File: src/rtl/wb_fb_arbiter.sv
// Two-master pipelined Wishbone arbiter for the framebuffer port: m0 (video fetch) has fixed
// priority over m1 (CPU). Optional watchdog enabled by defining WB_ARB_TIMEOUT_EN.
module wb_fb_arbiter #(
    parameter int AWIDTH  = 32,
    parameter int OWIDTH  = 8,
    parameter int TIMEOUT = 1024
) (
    input  logic              clk_i,
    input  logic              rst_ni,
    input  logic              m0_cyc,
    input  logic              m0_stb,
    input  logic              m0_we,
    input  logic [AWIDTH-1:0] m0_adr,
    input  logic [3:0]        m0_sel,
    input  logic [31:0]       m0_dat_m,
    output logic [31:0]       m0_dat_s,
    output logic              m0_ack,
    output logic              m0_stall,
    output logic              m0_err,
    input  logic              m1_cyc,
    input  logic              m1_stb,
    input  logic              m1_we,
    input  logic [AWIDTH-1:0] m1_adr,
    input  logic [3:0]        m1_sel,
    input  logic [31:0]       m1_dat_m,
    output logic [31:0]       m1_dat_s,
    output logic              m1_ack,
    output logic              m1_stall,
    output logic              m1_err,
    output logic              s_cyc,
    output logic              s_stb,
    output logic              s_we,
    output logic [AWIDTH-1:0] s_adr,
    output logic [3:0]        s_sel,
    output logic [31:0]       s_dat_m,
    input  logic [31:0]       s_dat_s,
    input  logic              s_ack,
    input  logic              s_stall,
    output logic [1:0]        gnt
);

    typedef enum logic [1:0] {S_IDLE = 2'd0, S_G0 = 2'd1, S_G1 = 2'd2} state_t;

    state_t            r_state;
    logic [1:0]        r_gnt;
    logic [OWIDTH-1:0] r_outst;
    logic [OWIDTH-1:0] w_outst_nxt;
    state_t            w_arb;
    logic              w_act;
    logic              w_gcyc;
    logic              w_inc;
    logic              w_dec;
    logic              w_release;
    logic              w_timeout;

    assign gnt   = r_gnt;
    assign w_act = (r_state != S_IDLE);

    always_comb begin
        s_cyc    = 1'b0;
        s_stb    = 1'b0;
        s_we     = 1'b0;
        s_adr    = '0;
        s_sel    = '0;
        s_dat_m  = '0;
        m0_ack   = 1'b0;
        m0_stall = 1'b1;
        m0_dat_s = '0;
        m1_ack   = 1'b0;
        m1_stall = 1'b1;
        m1_dat_s = '0;
        w_gcyc   = 1'b0;
        case (r_state)
            S_G0: begin
                s_cyc    = m0_cyc;
                s_stb    = m0_stb;
                s_we     = m0_we;
                s_adr    = m0_adr;
                s_sel    = m0_sel;
                s_dat_m  = m0_dat_m;
                m0_ack   = s_ack;
                m0_stall = s_stall;
                m0_dat_s = s_dat_s;
                w_gcyc   = m0_cyc;
            end
            S_G1: begin
                s_cyc    = m1_cyc;
                s_stb    = m1_stb;
                s_we     = m1_we;
                s_adr    = m1_adr;
                s_sel    = m1_sel;
                s_dat_m  = m1_dat_m;
                m1_ack   = s_ack;
                m1_stall = s_stall;
                m1_dat_s = s_dat_s;
                w_gcyc   = m1_cyc;
            end
            default: ;
        endcase
    end

    // Acks seen while idle are not counted: they belong to an aborted cycle.
    assign w_inc = w_act & s_stb & ~s_stall;
    assign w_dec = w_act & s_ack;

    always_comb begin
        w_outst_nxt = r_outst;
        case ({w_inc, w_dec})
            2'b10:   w_outst_nxt = r_outst + 1'b1;
            2'b01:   w_outst_nxt = r_outst - 1'b1;
            default: w_outst_nxt = r_outst;
        endcase
    end

    assign w_release = w_act & ~w_gcyc & (w_outst_nxt == '0);
    assign w_arb     = m0_cyc ? S_G0 : (m1_cyc ? S_G1 : S_IDLE);

    always_ff @(posedge clk_i or negedge rst_ni) begin
        if (!rst_ni) begin
            r_state <= S_IDLE;
            r_gnt   <= 2'b00;
            r_outst <= '0;
        end else if (!w_act || w_release) begin
            // Release re-arbitrates in the same cycle so a waiting master sees no idle gap.
            r_state <= w_arb;
            r_gnt   <= {w_arb == S_G1, w_arb == S_G0};
            r_outst <= '0;
        end else if (w_timeout) begin
            r_state <= S_IDLE;
            r_gnt   <= 2'b00;
            r_outst <= '0;
        end else begin
            r_outst <= w_outst_nxt;
        end
    end

`ifdef WB_ARB_TIMEOUT_EN
    localparam int              WD_W   = (TIMEOUT > 2) ? $clog2(TIMEOUT) : 1;
    localparam logic [WD_W-1:0] WD_MAX = WD_W'(TIMEOUT - 1);

    logic [WD_W-1:0] r_wdog;
    logic            w_progress;

    assign w_progress = w_inc | w_dec;
    assign w_timeout  = w_act & (r_outst != '0) & ~w_progress & (r_wdog == WD_MAX);
    assign m0_err     = w_timeout & (r_state == S_G0);
    assign m1_err     = w_timeout & (r_state == S_G1);

    always_ff @(posedge clk_i or negedge rst_ni) begin
        if (!rst_ni)
            r_wdog <= '0;
        else if (!w_act || (r_outst == '0) || w_progress || w_timeout)
            r_wdog <= '0;
        else
            r_wdog <= r_wdog + 1'b1;
    end
`else
    assign w_timeout = 1'b0;
    assign m0_err    = 1'b0;
    assign m1_err    = 1'b0;
`endif

endmodule
File: config.mk
export PLATFORM = sky130hd
export DESIGN_NAME = wb_fb_arbiter
export DESIGN_NICKNAME = d
export VERILOG_FILES = /design/src/rtl/wb_fb_arbiter.sv
export SDC_FILE = /design/constraint.sdc
export NUM_CORES = 1
export LEC_CHECK = 0
export CAP_MARGIN = 20
export CORE_AREA = 3 3 122 124
export CTS_CLUSTER_SIZE = 20
export DETAILED_ROUTE_END_ITERATION = 8
export DIE_AREA = 0 0 125 127
export GPL_ROUTABILITY_DRIVEN = 0
export MAX_ROUTING_LAYER = met4
export PLACE_DENSITY = 0.73
export SLEW_MARGIN = 0
export SYNTH_ARGS = -nofsm -noshare
export SYNTH_HDL_FRONTEND = slang
export SYNTH_SLANG_ARGS = --single-unit
File: constraint.sdc
create_clock -name clk_i -period 4.24 [get_ports clk_i]
set_clock_uncertainty 0.15 [all_clocks]
set_input_delay 0.424 -clock clk_i [delete_from_list [all_inputs] [get_ports clk_i]]
set_output_delay 0.424 -clock clk_i [all_outputs]
set_load 0.01 [all_outputs]
; ---- After elaboration in Yosys (flattened, before gate mapping)
; Index checks and enable logic that the tools add are counted.
[word_totals]
regBits = 12
mem_bits_rw = 0
elab_cells = 38
romBits = 0
in_bits = 178
latch_bits = 0
output_inout_bits = 143
memories = 0
[classes]
n_lt_le_gt_ge = 0
n_mux = 16
mul = 0
n_shift = 0
div = 0
bitwise_logic = 7
reduce_logical = 4
addsub = 2
eq_ne = 6
[ops]
columns = cell, n
row1 = 32-bit one-hot mux with 2 select lines, 2
row2 = 32-bit two-way mux, 2
row3 = 8-bit one-hot mux with 2 select lines, 1
row4 = "8-bit by 1-bit adder with 8-bit output, second input constant", 1
row5 = 8-bit zero test, 1
row6 = 8-bit two-way mux, 1
row7 = 4-bit one-hot mux with 2 select lines, 1
row8 = "8-bit by 1-bit subtractor with 8-bit output, second input constant", 1
row9 = "2-bit by 1-bit equality test with 1-bit output, second input constant", 3
row10 = "2-bit equality test, second input constant", 3
row11 = 1-bit one-hot mux with 2 select lines, 3
row12 = 1-bit AND, 5
row13 = 1-bit two-way mux, 4
row14 = 2-bit two-way mux, 2
row15 = 1-bit NOT, 2
row16 = 2-bit nonzero test, 1
row17 = 1-bit zero test, 1
row18 = 1-bit logical OR, 1

; ---- Logic depth before layout (Yosys ltp)
[depth]
depth_word = 10
depth_mapped = 15
mapped_depth_nobuf = 13

; ---- Worst setup path before layout
; OpenSTA, ideal clock, no wires.
[synth_path]
kind = register to register
from = register r_state[1]
to = register r_gnt[0], in the netlist gnt[0]
path_buffers = 2
setup_slack_ns = 0.039
arrival_ns = 3.924
required_ns = 3.963
path_stages_with_launch = 16
setup_time_ns = 0.127
synth_period_minus_slack_ns = 4.201
cell_sequence = dfrtp_1 -> inv_1 -> ha_1 -> clkbuf_1 -> clkbuf_1 -> a22oi_1 -> nor2b_1 -> nand2_1 -> ha_1 -> ha_1 -> a211oi_2 -> nor3_1 -> or4_1 -> o2111a_2 -> o41ai_4 -> mux2_1
[synth_between]
elab_chain_cells = 9
elab_cells_between_ends = 17
classes_between = eq/ne: 4 / mux: 3 / bitwise: 6 / reduce/logical: 4
[synth_rtl]
columns = item, line
row1 = start: declaration, 44  ; state_t r_state;
row2 = start signal: assignment, 125  ; r_state <= w_arb;
row3 = 2-bit equality test or 2-bit by 1-bit equality test with 1-bit output (tied branches), 73  ; case (r_state)
row4 = 1-bit one-hot mux with 2 select lines *, 73
row5 = net s_stb, 31  ; output logic s_stb,
row6 = 1-bit AND * (2 in series), 103  ; assign w_inc = w_act & s_stb & ~s_stall;
row7 = 2-bit by 1-bit equality test with 1-bit output or 2-bit equality test (tied branches), 108  ; case ({w_inc, w_dec})
row8 = 8-bit one-hot mux with 2 select lines *, 108
row9 = 8-bit zero test *, 115  ; assign w_release = w_act & ~w_gcyc & (w_outst_nxt == '0);
row10 = 1-bit AND *, 115
row11 = 1-bit logical OR *, 123  ; end else if (!w_act || w_release) begin
row12 = end signal: assignment, 126  ; r_gnt <= {w_arb == S_G1, w_arb == S_G0};
row13 = end: declaration, 45  ; logic [1:0] r_gnt;
; Mark *: on every way through the listed nets, which the timed path passes. The rest lies on a longest branch.
; A chain may end at the register's enable or synchronous reset.

; ---- Worst setup path in the final report
[layout_path]
from = register r_state[1]
to = register r_gnt[0], in the netlist gnt[0]
[layout_between]
elab_chain_cells = 9
elab_cells_between_ends = 17
classes_between = eq/ne: 4 / mux: 3 / bitwise: 6 / reduce/logical: 4
[layout_rtl]
columns = item, line
row1 = 2-bit equality test or 2-bit by 1-bit equality test with 1-bit output (tied branches), 73
row2 = 1-bit one-hot mux with 2 select lines, 73
row3 = 1-bit AND (2 in series), 103
row4 = 2-bit by 1-bit equality test with 1-bit output or 2-bit equality test (tied branches), 108
row5 = 8-bit one-hot mux with 2 select lines, 108
row6 = 8-bit zero test, 115
row7 = 1-bit AND, 115
row8 = 1-bit logical OR *, 123
; Every way passes the cells marked *; elsewhere a longest branch is shown, timed or not.

==> metrics.cfg <==
[status]
status = complete, no violations

[sta]
setup_viol = 0
slew_headroom_pct = 32.9
worstMarginPinSlew_ns = 1.01
hold_viol_final = 0
slew_violations = 0
setup_slack_ns = 0.200
min_period_over_period_pct = 95.3
period_needed_ns = 4.04
setup_tns_ns = 0
fmaxAchievable_mhz = 248

[clock_tree]
ctsLongestPathBuffers = 2
h-tree-depth = 1
cts.sinks = 11
clkTransAtPathRegs_ns = 0.04
cts_hold_buf = 0
numCtsBuffers = 3
clk_latency_ns = 0.24
clockRootBuffer = clkbuf_16
cts_tree = yes

[synth]
ys_seq_elements = 11
synth_common_cells = nor2b_1, a22oi_1, and2_1
synth_flop_cell = dfrtp_1
async_flop_share_pct = 100
ys_warn_count = 0
post-synth-top-count-cell = nor2b_1
ys_seq_area_share_pct = 11.1
synth-edff-count = 0
ys_types = 47
netlist_area_um2 = 2480
syn_avg_cell_area_um2 = 7.18
synth_top_area_cell = a22oi_1
netlist_instances = 345
synth_top_area_share_pct = 21.5
synthTopCellsByArea = a22oi_1, nor2b_1, and2_1, dfrtp_1, ha_1

[floorplan]
core_area_um2 = 13900
dieHeight_um = 127
placementRows = 43
dieWidth_um = 125
dieArea_um2 = 15900
io_pins = 321
start_util_pct = 17.8

[placement]
dp_slack_ns = 0.0370
hpwl_um = 11500
port_buffers = 318
place_inst = 815

[critical_path]
crit_required_ns = 4.20
reg2reg_from = r_state[1]
crit_start = r_state[1]
worstSetupPathType = reg -> reg
reg2reg_to = gnt[0]
cp-end-kind = flop
reg2regPathDepth = 13
cp_max_fo = 8
r2r_slack_ns = 0.20
cp-endpoint = gnt[0]
arrival_ns = 4.00
crit_path_start_kind = flop

[grt]
overflow = 0
antenna_found_initial = 0
grt_max_degree = 105
busiest_layer = met2
gr-usage-met2_pct = 31.8
met3_usage_pct = 1.76
grt_first_pass_wirelength_um = 21100
grt_usage_pct = 16.8
grt_pass1_vias = 3875
grt_use_met1_pct = 19.0

[finish]
n_antenna_cell = 0
regArea_um2 = 275
final_cells = 821
finish.net_count = 831
drive_gt1_share_pct = 3.74
fillers = 1369
multi_input_area_um2 = 2080
area_growth_pct = 139
fin_util_pct = 42.7

[drt]
antenna_left = 0
remaining_drc_errors = 0
drt-initial-drc-count = 187
vias = 3743
routed_wl_um = 14100
avgViaCountPerCell = 4.56
drt_first_pass_iters = 4
wl_per_cell_um = 17.2

[hold_path]
hp-class = reg -> reg

[run]
cap_violations = 0

[power]
power_density_nw_per_um2 = 562
leakage_nw = 2.16
vdd_drop_max_mv = 0.325

-- where the power goes --
| part | total (mW) | internal, mW | switching [mW] |
|---|---|---|---|
| combinational | 2.98 | 1.58 | 1.40 |
| sequential | 0.182 | 0.144 | 0.0380 |
| clock | 0.171 | 0.126 | 0.0452 |
| total | 3.33 | 1.85 | 1.48 |
-- cell usage in the layout (no fill, tap or decap), drive strengths merged, types with 2 or more instances in the layout --
| cell type | synthesis | final |
|---|---|---|
| a2111oi | 2 | 2 |
| a211oi | 3 | 3 |
| a21o | 3 | 3 |
| a21oi | 4 | 4 |
| a22oi | 71 | 71 |
| and2 | 67 | 67 |
| buf | 6 | 9 |
| clkbuf | 30 | 4 |
| clkdlybuf4s50 | 0 | 318 |
| conb | 1 | 2 |
| dfrtp | 11 | 11 |
| ha | 10 | 10 |
| inv | 5 | 5 |
| mux2 | 4 | 4 |
| mux2i | 2 | 2 |
| nand2 | 5 | 5 |
| nand2b | 4 | 4 |
| nor2 | 15 | 15 |
| nor2b | 74 | 74 |
| nor3 | 3 | 3 |
| o21ai | 2 | 2 |
| o31ai | 2 | 2 |
| or2 | 2 | 2 |
| xor2 | 2 | 2 |
-- flip-flops by register name (all words and copies together), names as in the netlist --
| name | cells |
|---|---|
| r_state | 2 |
| gnt | 1 |
| r_outst | 8 |
-- worst min path at each step --
stage	startpoint	to	slack, ns	cells past startpoint
2_1_floorplan	rst_ni	gnt[0]	-0.02	0
3_3_place_gp	gnt[0]	gnt[0]	0.32	1
3_5_place_dp	gnt[0]	gnt[0]	0.35	1
4_1_cts	gnt[0]	gnt[0]	0.36	1
5_1_grt	gnt[0]	gnt[0]	0.38	1
6_report	gnt[0]	gnt[0]	0.35	1
-- layer usage --
layer	wire [um]	vias up	part of all wire [%]
li1	-	1812	-
met1	5470	1756	39
met2	7730	161	55
met3	640	14	4.5
met4	239	0	1.7
met5	0	-	0
-- per-stage QoR --
stage               total power, mW  hold slack [ns]  instance area, um2
floorplan                      1.70          -0.0216                2480
finish                         3.33            0.353                5930
global route                   3.56            0.385                5930
detailed placement             3.13            0.351                5820
CTS                            3.31            0.360                5900
global placement               3.07            0.322                5820
-- final cells by class --
cell class                 count  area share, %
timing repair buffer         327           54.8
multi-input combinational    294           35.1
sequential                    11           4.64
tap                          180           3.80
clock buffer                   4           1.33
inverter                       5          0.316
-- worst max-delay path, stage by stage (launching register included) --
cell and delay (ns):
dfrtp_1 0.41, inv_1 0.14, ha_2 0.34, nor2b_1 0.16, nand2_1 0.08, ha_1 0.32, fa_1 0.49, a211oi_4 0.30
nor4_1 0.09, a221oi_1 0.32, nand4_1 0.23, o41ai_4 0.35, buf_4 0.19, mux2_1 0.33
-- kinds of logic (layout without fill, tap and decap cells) --
logic type / Yosys count / after routing / share of synthesized area [%]
compound gates: 95 / 95 / 29.7
xor+xnor: 3 / 3 / 1.06
fa+ha+maj: 11 / 11 / 5.86
buf+inv: 41 / 336 / 6.77
flops: 11 / 11 / 11.1
mux: 6 / 6 / 2.63
other cells: 1 / 2 / 0.151
simple gates: 177 / 177 / 42.7
-- timing repair --
| item | in CTS | in global routing |
|---|---|---|
| setup buffers | 0 | 2 |
| setup endpoints to repair | 0 | 5 |
| resized for setup | 0 | 4 |
No activity file was read; power rests on OpenSTA's default activity.
